**src/rtl/mem_store_rmw_pkg.sv**
```systemverilog
// Parametros: shared constants and types for the store-side memory controller.
//   FUNCT3_SB/SH/SW : store-type encodings carried on funct3
//   store_state_t   : FSM state encoding for mem_store_rmw
package Parametros;

    localparam logic [2:0] FUNCT3_SB = 3'b000;
    localparam logic [2:0] FUNCT3_SH = 3'b001;
    localparam logic [2:0] FUNCT3_SW = 3'b010;

    typedef enum logic [2:0] {
        ST_IDLE,
        ST_READ,
        ST_WAIT,
        ST_WRITE,
        ST_DONE
    } store_state_t;

endpackage

```
**src/rtl/mem_store_rmw_merge.sv**
```systemverilog
// MemStoreMerge: combinational lane merge for sub-word stores.
//   iFunct3     : store type (SB/SH/SW, anything else is unsupported)
//   iAddrLo     : byte offset within the word, addr[1:0]
//   iData       : store data, LSB-justified
//   iRData      : current memory word (ignored for SW)
//   oMerged     : word to write back
//   oByteEn     : lanes replaced by store data (0 for rejected stores)
//   oMisaligned : SH at odd address or SW at non-word address
module MemStoreMerge
    import Parametros::*;
(
    input  logic [2:0]  iFunct3,
    input  logic [1:0]  iAddrLo,
    input  logic [31:0] iData,
    input  logic [31:0] iRData,
    output logic [31:0] oMerged,
    output logic [3:0]  oByteEn,
    output logic        oMisaligned
);

    always_comb begin
        oMerged     = iRData;
        oByteEn     = '0;
        oMisaligned = 1'b0;
        case (iFunct3)
            FUNCT3_SB: begin
                oByteEn                          = 4'b0001 << iAddrLo;
                oMerged[{iAddrLo, 3'b000} +: 8] = iData[7:0];
            end
            FUNCT3_SH: begin
                if (iAddrLo[0]) begin
                    oMisaligned = 1'b1;
                end else if (iAddrLo[1]) begin
                    oByteEn        = 4'b1100;
                    oMerged[31:16] = iData[15:0];
                end else begin
                    oByteEn       = 4'b0011;
                    oMerged[15:0] = iData[15:0];
                end
            end
            FUNCT3_SW: begin
                if (iAddrLo != 2'b00) begin
                    oMisaligned = 1'b1;
                end else begin
                    oByteEn = 4'b1111;
                    oMerged = iData;
                end
            end
            default: ;
        endcase
    end

endmodule

```
**src/rtl/mem_store_rmw.sv**
```systemverilog
// mem_store_rmw: store controller between the core memory stage and a
// word-only data memory. SW writes directly; SB/SH do read-modify-write;
// misaligned or unsupported stores are rejected without memory access.
//   iCLK/iRSTn            : clock, async active-low reset
//   iReq/iFunct3/iAddress/iWriteData : store request, taken while oReady=1
//   oReady/oDone          : idle indicator, one-cycle completion pulse
//   oMisaligned/oFault    : completion status, valid with oDone
//   oMemAddr/oMemRead/iMemRData/iMemValid : word read port
//   oMemWrite/oMemWData/oMemByteEn        : word write port
module mem_store_rmw
    import Parametros::*;
#(
    parameter int TIMEOUT = 15
) (
    input  logic        iCLK,
    input  logic        iRSTn,
    input  logic        iReq,
    input  logic [2:0]  iFunct3,
    input  logic [31:0] iAddress,
    input  logic [31:0] iWriteData,
    output logic        oReady,
    output logic        oDone,
    output logic        oMisaligned,
    output logic        oFault,
    output logic [31:0] oMemAddr,
    output logic        oMemRead,
    input  logic [31:0] iMemRData,
    input  logic        iMemValid,
    output logic        oMemWrite,
    output logic [31:0] oMemWData,
    output logic [3:0]  oMemByteEn
);

    localparam logic [7:0] LAST_WAIT = 8'(TIMEOUT - 1);

    store_state_t state_q, state_d;
    logic [31:0]  addr_q, addr_d;
    logic [2:0]   funct3_q, funct3_d;
    logic [31:0]  data_q, data_d;
    logic [7:0]   cnt_q, cnt_d;
    logic [31:0]  wdata_q, wdata_d;
    logic [3:0]   be_q, be_d;
    logic         mis_q, mis_d;
    logic         fault_q, fault_d;

    logic [2:0]   mrg_funct3;
    logic [1:0]   mrg_addr_lo;
    logic [31:0]  mrg_data;
    logic [31:0]  mrg_word;
    logic [3:0]   mrg_be;
    logic         mrg_mis;
    logic         unsupported;

    // One merge instance serves both phases: in IDLE it classifies the
    // incoming request, afterwards it merges the latched request with
    // the returned memory word.
    always_comb begin
        if (state_q == ST_IDLE) begin
            mrg_funct3  = iFunct3;
            mrg_addr_lo = iAddress[1:0];
            mrg_data    = iWriteData;
        end else begin
            mrg_funct3  = funct3_q;
            mrg_addr_lo = addr_q[1:0];
            mrg_data    = data_q;
        end
    end

    MemStoreMerge u_merge (
        .iFunct3     (mrg_funct3),
        .iAddrLo     (mrg_addr_lo),
        .iData       (mrg_data),
        .iRData      (iMemRData),
        .oMerged     (mrg_word),
        .oByteEn     (mrg_be),
        .oMisaligned (mrg_mis)
    );

    assign unsupported = (iFunct3 != FUNCT3_SB) && (iFunct3 != FUNCT3_SH) &&
                         (iFunct3 != FUNCT3_SW);

    always_comb begin
        state_d  = state_q;
        addr_d   = addr_q;
        funct3_d = funct3_q;
        data_d   = data_q;
        cnt_d    = cnt_q;
        wdata_d  = wdata_q;
        be_d     = be_q;
        mis_d    = mis_q;
        fault_d  = fault_q;
        case (state_q)
            ST_IDLE: begin
                if (iReq) begin
                    addr_d   = iAddress;
                    funct3_d = iFunct3;
                    data_d   = iWriteData;
                    mis_d    = mrg_mis;
                    fault_d  = unsupported;
                    be_d     = mrg_be;
                    if (mrg_mis || unsupported) begin
                        state_d = ST_DONE;
                    end else if (iFunct3 == FUNCT3_SW) begin
                        wdata_d = mrg_word;
                        state_d = ST_WRITE;
                    end else begin
                        state_d = ST_READ;
                    end
                end
            end
            ST_READ: begin
                cnt_d   = '0;
                state_d = ST_WAIT;
            end
            ST_WAIT: begin
                // Valid data takes priority over an expiring timeout.
                if (iMemValid) begin
                    wdata_d = mrg_word;
                    state_d = ST_WRITE;
                end else if (cnt_q == LAST_WAIT) begin
                    fault_d = 1'b1;
                    state_d = ST_DONE;
                end else begin
                    cnt_d = cnt_q + 8'd1;
                end
            end
            ST_WRITE: state_d = ST_DONE;
            ST_DONE:  state_d = ST_IDLE;
            default:  state_d = ST_IDLE;
        endcase
    end

    always_ff @(posedge iCLK or negedge iRSTn) begin
        if (!iRSTn) begin
            state_q  <= ST_IDLE;
            addr_q   <= '0;
            funct3_q <= '0;
            data_q   <= '0;
            cnt_q    <= '0;
            wdata_q  <= '0;
            be_q     <= '0;
            mis_q    <= 1'b0;
            fault_q  <= 1'b0;
        end else begin
            state_q  <= state_d;
            addr_q   <= addr_d;
            funct3_q <= funct3_d;
            data_q   <= data_d;
            cnt_q    <= cnt_d;
            wdata_q  <= wdata_d;
            be_q     <= be_d;
            mis_q    <= mis_d;
            fault_q  <= fault_d;
        end
    end

    // Strobes decode straight from state so an async reset kills them at once.
    assign oReady      = (state_q == ST_IDLE);
    assign oMemRead    = (state_q == ST_READ);
    assign oMemWrite   = (state_q == ST_WRITE);
    assign oDone       = (state_q == ST_DONE);
    assign oMisaligned = mis_q;
    assign oFault      = fault_q;
    assign oMemAddr    = {addr_q[31:2], 2'b00};
    assign oMemWData   = wdata_q;
    assign oMemByteEn  = be_q;

endmodule

```
**config.mk**
```make
export PLATFORM = sky130hd
export DESIGN_NAME = mem_store_rmw
export DESIGN_NICKNAME = d
export VERILOG_FILES = /design/src/rtl/mem_store_rmw_pkg.sv /design/src/rtl/mem_store_rmw_merge.sv /design/src/rtl/mem_store_rmw.sv
export SDC_FILE = /design/constraint.sdc
export NUM_CORES = 1
export LEC_CHECK = 0
export BUFFER_PORTS_ARGS = -buffer_cell sky130_fd_sc_hd__buf_4
export CAP_MARGIN = 0
export CORE_ASPECT_RATIO = 0.9
export CORE_UTILIZATION = 40
export DETAILED_ROUTE_END_ITERATION = 10
export PLACE_DENSITY = 0.75
export SLEW_MARGIN = 20
export SYNTH_ARGS = -nofsm -noshare
export SYNTH_HDL_FRONTEND = slang
export SYNTH_SLANG_ARGS = --single-unit
```
**constraint.sdc**
```tcl
create_clock -name iCLK -period 8.5 [get_ports iCLK]
set_clock_uncertainty 0.05 [all_clocks]
set_input_delay 1.7 -clock iCLK [delete_from_list [all_inputs] [get_ports iCLK]]
set_output_delay 1.7 -clock iCLK [all_outputs]
set_load 0.01 [all_outputs]
```
==> out/results.txt <==
I/O pin cnt - 177
Final Hold Violating Endpoints - 0
Initial Util - 41.0%
Pre-CTS setup slack - 3.32 ns
Hpwl dp - 14200 um
WHS Endpoint - data_q[23]$_DFFE_PN0P_
Final worst slack - 3.59 ns
WL final - 21100 um
Residual DRC count - 0
Synthesized area - 6960 sq um
Most common flop cell mapped by yosys - dfrtp_1
Final setup vio count - 0
Syn_area_per_cell - 8.28 sq um
ANT nets after route - 0
CP Max Fanout - 24
Leak Pwr - 4.07 nW
Drt pass-1 iters - 5
N_diodes - 0
H-tree depth - 4
Status - finished, final reports clean
WL per Instance - 17.7 um
Crit Path Class - in2reg
Hold path startpoint - data_q[23]$_DFFE_PN0P_
Library cells used by synthesis - 60
Layout cell share with drive strength beyond 1 - 24.5%
Clock tree buffer depth - 2
Synth Warn # - 0
Port Buf Inserts - 174
Area growth syn-to-layout - 25.2%
Die Ht - 127 um
Cell area power density - 400 nW/um^2
Most frequent cells in the layout - 215 x nand2_1, 181 x buf_4, 116 x dfrtp_1
Later-pin clock latency in the skew report - 0.43 ns
Period Utilization, post-route - 57.7%
HP Class - reg2reg
CTS clk-pin slew, worst paths - 0.06 ns
Hold buffers post-CTS - 0
GR Layer Usage met1 - 34.4%
CTS tree - yes
FF-to-FF Start - state_q[1]$_DFFE_PN0P_
Worst relative slew slack - 27.9%
CTS resizes - 0
WP data arrival - 5.15 ns
Worst r2r dst - oMemWData[25]$_DFFE_PN0P_
Fin. max-slew vios - 0
Max Clock Freq - 204 MHz
Cell Rows - 45
GRT Overall Usage - 24.0%
Busiest grt layer - met1
Number of max-cap violations - 0
Setup_tns - 0 ns
Fin nets - 1055
Largest net degree at the start of global routing - 73
Cts bufs inserted - 17
Initial antenna violation count - 0
Hold path cells - 2
Overall die width - 141 um
Clock root buffer master - clkbuf_16
Number of global-route vias before repair - 6047
Reg2reg setup slack - 3.66 ns
Crit path launch type - input pin
GRT overflow - 0
Mapped Cells - 840
Initial drt markers - 907
PnR Total Power - 3.49 mW
Routed vias/inst - 5.56
Total Die Area - 17900 sq um
Worst r2r path cells - 9
Routing usage on met2 - 33.8%
Commonest non-fill, non-tap cell in the layout - nand2_1
Via count - 6634
Worst slew pin tran - 1.05 ns
GPL Wtd Cong - 0.919
Post-CTS setup buffers - 0
Core Area - 16900 sq um
Sink Count - 116
Peak VDD IR - 202 uV
Synth async-reset ratio - 100%
Unrepaired setup endpoints after global routing - no
Sequential element share of the synthesized area - 41.7%
First-pass GRT wire length - 33000 um
Post-synth EDFFs - 0
Met3 Track Usage GR - 6.97%
Yosys reg bits - 116
Minimum clock period after layout - 4.91 ns
Worst EP required - 8.74 ns
Setup crit end kind - register
[per-stage QoR]
| step | instances | hold WS (ns) | instance area [sq um] | utilization (%) |
|---|---|---|---|---|
| global route | 1194 | 0.441 | 8710 | 51.4 |
| global placement | 1162 | 0.400 | 8050 | 47.5 |
| CTS | 1194 | 0.418 | 8710 | 51.4 |
| floorplan | 841 | 0.387 | 6960 | - |
| detailed placement | 1162 | 0.404 | 8050 | 47.5 |
| finish | 1194 | 0.415 | 8710 | 51.4 |
[worst max path at each step]
stage                      from                        end  slack (ns)  depth (start not counted)
CTS                 iAddress[0]  oMemWData[27]$_DFFE_PN0P_        3.72                         10
global route        iAddress[0]  oMemWData[25]$_DFFE_PN0P_        3.34                         10
detailed placement  iAddress[0]  oMemWData[25]$_DFFE_PN0P_        3.32                         10
finish              iAddress[0]  oMemWData[25]$_DFFE_PN0P_        3.59                         10
floorplan           iAddress[0]   oMemWData[0]$_DFFE_PN0P_        4.43                         13
global placement    iAddress[0]  oMemWData[20]$_DFFE_PN0P_        3.51                         10
[power by group]
part | total [mW] | switching [mW] | internal [mW]
logic | 1.68 | 1.02 | 0.654
registers | 1.01 | 0.201 | 0.805
clock network | 0.804 | 0.282 | 0.522
total | 3.49 | 1.51 | 1.98
[Yosys cell counts, types with 2 or more instances]
master     instances  share of area [%]
a31oi_1            8               0.72
a31oi_2            2               0.36
a22o_1             9                1.1
buf_4             35                3.8
o21ai_1            3               0.22
buf_2             26                1.9
nand3_1           24                1.7
nand2b_1           4               0.36
inv_2              2               0.11
buf_1              3               0.16
o221ai_1          15                1.9
nor4b_1            3               0.38
and3_1             8               0.72
mux2i_4            8                2.6
o211ai_1           2               0.22
or3_1             13                1.2
xnor2_1            2               0.25
dfrtp_1          116                 42
and3b_1            2               0.25
o21a_1             3               0.32
mux2i_1            9                1.3
a211oi_1           9               0.97
clkbuf_1          25                1.3
o22ai_1            3               0.27
nor3b_1            5               0.54
xor2_1             5               0.63
a2111oi_0         17                2.1
nand4_1            3               0.27
buf_6              6               0.97
o21ai_0           19                1.4
nor2b_1           12                1.1
nor3_1            32                2.3
inv_1             17               0.92
nor2_1            69                3.7
nand3b_1           2               0.22
a22oi_1            9               0.97
ha_1               6                1.1
a21oi_1           58                4.2
nor3_2             2               0.29
nand2_1          215                 12
o32a_1             8                1.2
nor4_1             2               0.18
o31a_1             2               0.25
[routing by layer]
| layer | wire, um | vias to the layer above |
|---|---|---|
| met3 | 2230 | 43 |
| met1 | 9290 | 3124 |
| met5 | 0 | - |
| met4 | 484 | 0 |
| met2 | 9130 | 362 |
| li1 | - | 3105 |
[critical path, stage by stage]
cell and delay, ns:
buf_4 0.15, inv_1 0.10, nor2_1 0.06, a21oi_1 0.29, ha_1 0.43, and3b_1 0.72
a32oi_1 0.29, or3_1 0.73, a2111oi_0 0.53, a21oi_1 0.13
[flip-flops by register name (all words and copies together), names as in the netlist]
name         flops
oMemByteEn       4
addr_q          32
oMisaligned      1
oFault           1
funct3_q         3
state_q          3
cnt_q            8
oMemWData       32
data_q          32
[kinds of logic (layout without fill, tap and decap cells)]
family,Yosys count,in the layout,share of synthesized area (%)
flip-flops,116,116,41.7
AND/OR/NAND/NOR,400,400,25.3
multiplexers,19,19,4.26
XOR/XNOR,7,7,0.881
adder cells (fa/ha/maj),6,6,1.08
other,1,2,0.0539
AO/OA/AOI/OAI,177,177,17.6
buffers and inverters,114,232,9.16
[layout make-up]
class / count / area (sq um)
Clock inverter: 15 / 230
Tap cell: 235 / 294
Clock buffer: 17 / 425
Multi-Input combinational cell: 611 / 3430
Inverter: 19 / 71.3
Sequential cell: 116 / 2900
Fill cell: 1540 / 8240
Timing Repair Buffer: 181 / 1360
Note: power is estimated with default switching activity, not from simulation.
